`config.mk`:
```
export PLATFORM = sky130hd
export DESIGN_NAME = beep_sequencer
export DESIGN_NICKNAME = d
export VERILOG_FILES = /design/src/rtl/beep_pkg.sv /design/src/rtl/tone_gen.sv /design/src/rtl/beep_sequencer.sv
export SDC_FILE = /design/constraint.sdc
export NUM_CORES = 1
export LEC_CHECK = 0
export CORE_UTILIZATION = 55
export CTS_BUF_LIST = sky130_fd_sc_hd__clkbuf_8
export CTS_CLUSTER_SIZE = 12
export DETAILED_ROUTE_END_ITERATION = 10
export PLACE_DENSITY = 0.81
export RECOVER_POWER = 100
export REMOVE_ABC_BUFFERS = 1
export SYNTH_ARGS = -nofsm -noshare
export SYNTH_HDL_FRONTEND = slang
export SYNTH_HIERARCHICAL = 1
export SYNTH_SLANG_ARGS = --single-unit
```
`constraint.sdc`:
```
create_clock -name clk -period 3.5 [get_ports clk]
set_input_delay 0.7 -clock clk [delete_from_list [all_inputs] [get_ports clk]]
set_output_delay 0.7 -clock clk [all_outputs]
set_load 0.1 [all_outputs]
```
`src/rtl/beep_pkg.sv`:
```
// Shared types and default timing for beep_sequencer (defaults assume a 100 MHz clk).
package beep_pkg;

    typedef enum logic [1:0] {
        ST_IDLE = 2'd0,
        ST_ON   = 2'd1,
        ST_GAP  = 2'd2
    } state_e;

    localparam int unsigned DEF_ON_CYCLES   = 10_000_000;  // 100 ms beep
    localparam int unsigned DEF_GAP_CYCLES  = 5_000_000;   // 50 ms silence
    localparam int unsigned DEF_QUEUE_DEPTH = 7;
    localparam int unsigned DEF_TONE_HALF   = 25_000;      // 2 kHz square wave

endpackage

```
`src/rtl/tone_gen.sv`:
```
// Square-wave generator for passive buzzers; compiled only when BEEP_SEQ_TONE_EN is defined.
// Output starts high on restart and toggles every HALF clocks while enabled; 0 when disabled.
`ifdef BEEP_SEQ_TONE_EN
module tone_gen #(
    parameter int unsigned HALF = 25_000
) (
    input  logic clk,
    input  logic rst_n,
    input  logic en,
    input  logic restart,
    output logic tone
);

    localparam int unsigned W = (HALF > 1) ? $clog2(HALF) : 1;

    logic [W-1:0] cnt_q, cnt_d;
    logic         tone_q, tone_d;

    always_comb begin
        cnt_d  = cnt_q;
        tone_d = tone_q;
        if (!en) begin
            cnt_d  = '0;
            tone_d = 1'b0;
        end else if (restart) begin
            cnt_d  = W'(HALF - 1);
            tone_d = 1'b1;
        end else if (cnt_q == '0) begin
            cnt_d  = W'(HALF - 1);
            tone_d = ~tone_q;
        end else begin
            cnt_d = cnt_q - W'(1);
        end
    end

    always_ff @(posedge clk or negedge rst_n) begin
        if (!rst_n) begin
            cnt_q  <= '0;
            tone_q <= 1'b0;
        end else begin
            cnt_q  <= cnt_d;
            tone_q <= tone_d;
        end
    end

    assign tone = tone_q;

endmodule
`endif

```
`src/rtl/beep_sequencer.sv`:
```
// Turns trigger rising edges into queued, paced buzzer/LED pulses.
// BEEP_SEQ_TONE_EN: drive beep_out as a square wave during ON instead of a steady level.
//
// state | meaning
// IDLE  | no pulse in progress, waiting for a pending request
// ON    | beep_out active, counting ON_CYCLES
// GAP   | forced silence, counting GAP_CYCLES; never shortened by new requests
module beep_sequencer
    import beep_pkg::*;
#(
    parameter int unsigned ON_CYCLES   = DEF_ON_CYCLES,
    parameter int unsigned GAP_CYCLES  = DEF_GAP_CYCLES,
    parameter int unsigned QUEUE_DEPTH = DEF_QUEUE_DEPTH,
    parameter int unsigned TONE_HALF   = DEF_TONE_HALF
) (
    input  logic clk,
    input  logic rst_n,
    input  logic trigger,
    output logic beep_out,
    output logic busy,
    output logic dropped
);

    localparam int unsigned CNT_MAX = (ON_CYCLES > GAP_CYCLES) ? ON_CYCLES : GAP_CYCLES;
    localparam int unsigned CNT_W   = (CNT_MAX > 1) ? $clog2(CNT_MAX) : 1;
    localparam int unsigned PEND_W  = $clog2(QUEUE_DEPTH + 1);

    if (ON_CYCLES < 1 || GAP_CYCLES < 1 || QUEUE_DEPTH < 1 || TONE_HALF < 1) begin : g_bad_param
        $error("beep_sequencer: all timing and depth parameters must be >= 1");
    end

    state_e              state_q, state_d;
    logic [CNT_W-1:0]    cnt_q, cnt_d;
    logic [PEND_W-1:0]   pend_q, pend_d;
    logic                trig_q;
    logic                busy_q, busy_d;
    logic                drop_q, drop_d;
    logic                evt;
    logic                deq;

    assign evt = trigger & ~trig_q;

    always_comb begin
        state_d = state_q;
        cnt_d   = cnt_q;
        deq     = 1'b0;
        unique case (state_q)
            ST_IDLE: begin
                if (pend_q != '0) begin
                    state_d = ST_ON;
                    cnt_d   = CNT_W'(ON_CYCLES - 1);
                    deq     = 1'b1;
                end
            end
            ST_ON: begin
                if (cnt_q == '0) begin
                    state_d = ST_GAP;
                    cnt_d   = CNT_W'(GAP_CYCLES - 1);
                end else begin
                    cnt_d = cnt_q - CNT_W'(1);
                end
            end
            ST_GAP: begin
                if (cnt_q != '0) begin
                    cnt_d = cnt_q - CNT_W'(1);
                end else if (pend_q != '0) begin
                    state_d = ST_ON;
                    cnt_d   = CNT_W'(ON_CYCLES - 1);
                    deq     = 1'b1;
                end else begin
                    state_d = ST_IDLE;
                end
            end
            default: begin
                state_d = ST_IDLE;
                cnt_d   = '0;
            end
        endcase
    end

    // A coincident dequeue frees a slot, so the event is accepted even when full.
    always_comb begin
        pend_d = pend_q;
        drop_d = 1'b0;
        if (evt && !deq) begin
            if (pend_q == PEND_W'(QUEUE_DEPTH)) begin
                drop_d = 1'b1;
            end else begin
                pend_d = pend_q + PEND_W'(1);
            end
        end else if (deq && !evt) begin
            pend_d = pend_q - PEND_W'(1);
        end
        busy_d = (state_d != ST_IDLE) || (pend_d != '0);
    end

    always_ff @(posedge clk or negedge rst_n) begin
        if (!rst_n) begin
            state_q <= ST_IDLE;
            cnt_q   <= '0;
            pend_q  <= '0;
            trig_q  <= 1'b1;
            busy_q  <= 1'b0;
            drop_q  <= 1'b0;
        end else begin
            state_q <= state_d;
            cnt_q   <= cnt_d;
            pend_q  <= pend_d;
            trig_q  <= trigger;
            busy_q  <= busy_d;
            drop_q  <= drop_d;
        end
    end

    assign busy    = busy_q;
    assign dropped = drop_q;

`ifdef BEEP_SEQ_TONE_EN
    tone_gen #(
        .HALF(TONE_HALF)
    ) u_tone (
        .clk    (clk),
        .rst_n  (rst_n),
        .en     (state_d == ST_ON),
        .restart((state_d == ST_ON) && (state_q != ST_ON)),
        .tone   (beep_out)
    );
`else
    logic beep_q;

    always_ff @(posedge clk or negedge rst_n) begin
        if (!rst_n) begin
            beep_q <= 1'b0;
        end else begin
            beep_q <= (state_d == ST_ON);
        end
    end

    assign beep_out = beep_q;
`endif

endmodule

```
==> run metrics <==
H-tree depth=2; largest net degree at the start of global routing=34; total grt overflow=0; clock buffer depth=2; Worst VDD drop=approximately 0.35 mV; reg2reg start=cnt_q[0]; dpl ws=around 0.48 ns; port bufs=5; WP buf/inv=1; CTS Sinks=33; Total GRT Usage=25.8%; Yosys cell types=50; number of diodes=0; Clock Skews=0.00422 ns; fmax=around 0.31 GHz; Routed Antenna Nets=0; CTS tree=built; status=complete, but fails checks; Cell Area, Synth=between 1500 and 2000 um2; layout cells sized above 1=about 6.8%; DR DRC count=0; Area Growth Syn to Fin=9.58%; Die ar.=3850 um2; Net count, final=~240; critical-path maximum fanout=7; Post-CTS Setup Bufs=0; Root Driver=clkbuf_8; Crit path arrival time=3.35 ns; global-route wire length before repair=around 7 mm; CP required=~3.7 ns; Max Cap Viol=1; crit-path max cell delay=0.59 ns; crit path from=cnt_q[0]; Num CTS Buffers=5; clk slew on worst S/H paths=~0.07 ns; DIE WIDTH=approximately 62 um; failing checks=capacitance limit, slew limit; setup TNS=0 ns; Resize count post-CTS=0; Crit Path Category=register to register; CP top delay family=simple AND/OR/NAND/NOR gates; CP cell instances=inv_1 > ha_1 > or4b_1 > or4_1 > o31ai_1 > a21boi_0 > a211o_1 > or4b_1; Setup Viol. Count Final=0; Startpoint Class=register; Hold Crit Class=register to register; crit path max-delay cell type=or4_1; Cells after Synth=~230; Core ar.=about 3400 um2; Tmin final=roughly 3.2 ns; min-delay src=cnt_q[18]; Final Cell Area=around 2200 um2; final setup margin=roughly 0.31 ns; sequential area share after synthesis=a little over two fifths; max-slew violation total from the final report=34; clk_lat worst skew=around 0.28 ns; static leakage=around 0.86 nW; DRT Pass-1 Iters=4; #FFs+latches synth=33; IO Count=6; Crit. End Element=register; RSZ-0062 raised after global routing=no; placed instance area=about 2100 um2; DIE HEIGHT=about 62 um; Syn. warnings=6; WL/cell=~15 um; Max-slew headroom=-17.7%; vias in the first global route=between 1000 and 1500; routability cong.=a little under 0.9; placed cells=about 280; cts hold-fix bufs=0; Most Frequent Cell on Critical Path=or4b_1; Avg Synthesized Cell Area=between 8 and 9 um2; initial antenna violation count=0; Detailed Route WL=4.31 mm; Final Cycle Share=91.1%; vias per cell=about 6; measured slew at the worst slew-check pin=1.77 ns; Post-Layout Cell Count=roughly 280; Power Dens Cells=568 nW/um2; Fin. Hold Viols=0; HPWL after DPL=roughly 3.1 mm; Placement Rows=21; Initial DRC Count=88; EDFF count, synth=0; via count=approximately 1700; Initial Util=just under 60%; total chip power=1.24 mW; Most used DFF post-synth=dfrtp_1; Post-synth ARST share=100%
## path summary, 6_finish.rpt
kind | cells after the start | end | slack (ns)
max | 8 | busy | 0.31
min | 2 | cnt_q[18] | 0.49
max reg2reg | 8 | busy | 0.31
min reg2reg | 2 | cnt_q[18] | 0.49
max in group asynchronous | 2 | cnt_q[3] | 1.06
min in group asynchronous | 2 | cnt_q[18] | 1.42
## per-stage QoR
stage          utilization (%)  hold slack [ns]
6_report                  64.2            0.495
5_1_grt                   64.2            0.524
4_1_cts                   64.7            0.496
3_5_place_dp              61.7            0.481
3_3_place_gp              61.7            0.468
2_1_floorplan                -            0.404
## worst min-delay path, delay by kind of cell (launching register included)
family | cells | cell delay [ns]
flip-flops | 1 | 0.36
AND/OR/NAND/NOR | 2 | 0.10
## cells in the mapped netlist, drive strengths merged, types with 2 or more instances
master	count	area share, %
a211oi	3	1.1
a21boi	3	1.1
a21oi	15	3.8
a221oi	2	1.2
a31oi	4	1.3
and3	2	0.63
buf	2	0.50
clkbuf	6	1.1
dfrtp	32	40
ha	5	3.2
inv	6	1.1
nand2	19	3.6
nand2b	5	1.6
nand3	5	1.3
nor2	27	5.1
nor2b	3	0.95
nor3	8	2.0
nor4	2	0.63
o211a	2	1.0
o21ai	26	6.7
o22ai	3	0.95
o31ai	4	1.8
or2	4	1.3
or3	4	1.3
or4	6	2.5
or4b	2	1.0
xnor2	12	5.3
xor2	2	0.88
## cell type report
type,instances,area [um2]
clock buffer,7,96.3
clock inverter,1,5.00
fill,275,1210
inverter,6,22.5
multi-input combinational,181,1100
sequential,33,827
tap,46,57.6
timing repair buffer,9,68.8
## kinds of logic (layout without fill, tap and decap cells)
family | Yosys count | count (layout) | synth area share, %
flip-flops | 33 | 33 | 41.7
AO/OA/AOI/OAI | 72 | 72 | 23.3
buffers and inverters | 14 | 23 | 2.77
AND/OR/NAND/NOR | 90 | 90 | 22.9
XOR/XNOR | 14 | 14 | 6.18
adder cells (fa/ha/maj) | 5 | 5 | 3.15
## cells in the final DEF (no fill, tap or decap), types with 4 or more instances in the layout
master         count
a31oi_1            4
xnor2_1           12
clkbuf_8           7
ha_1               5
or3_1              4
nor2_1            27
a21oi_1           15
o31ai_1            4
nand2_1           19
nand2b_1           5
or4_1              5
dlygate4sd3_1      5
inv_1              6
nor3_1             8
nand3_1            5
o21ai_0           22
dfrtp_1           32
## power breakdown
part           total [mW]  internal (mW)  switching (mW)
combinational       0.332          0.165           0.167
sequential          0.590          0.474           0.116
clock               0.314          0.178           0.136
## registers in the layout (all words and copies together) (netlist names)
name,count
busy,1
beep_out,1
trig_q,1
cnt_q,24
dropped,1
state_q,2
pend_q,3
## layer usage
layer | up-vias | share of wire [%] | GRT usage [%]
li1 | 847 | - | -
met1 | 801 | 49 | 37.7
met2 | 47 | 44 | 38.0
met3 | 7 | 5.5 | 6.83
met4 | 0 | 1.6 | 6.98
met5 | - | 0 | 0
Power figures use the tool's default switching activity.
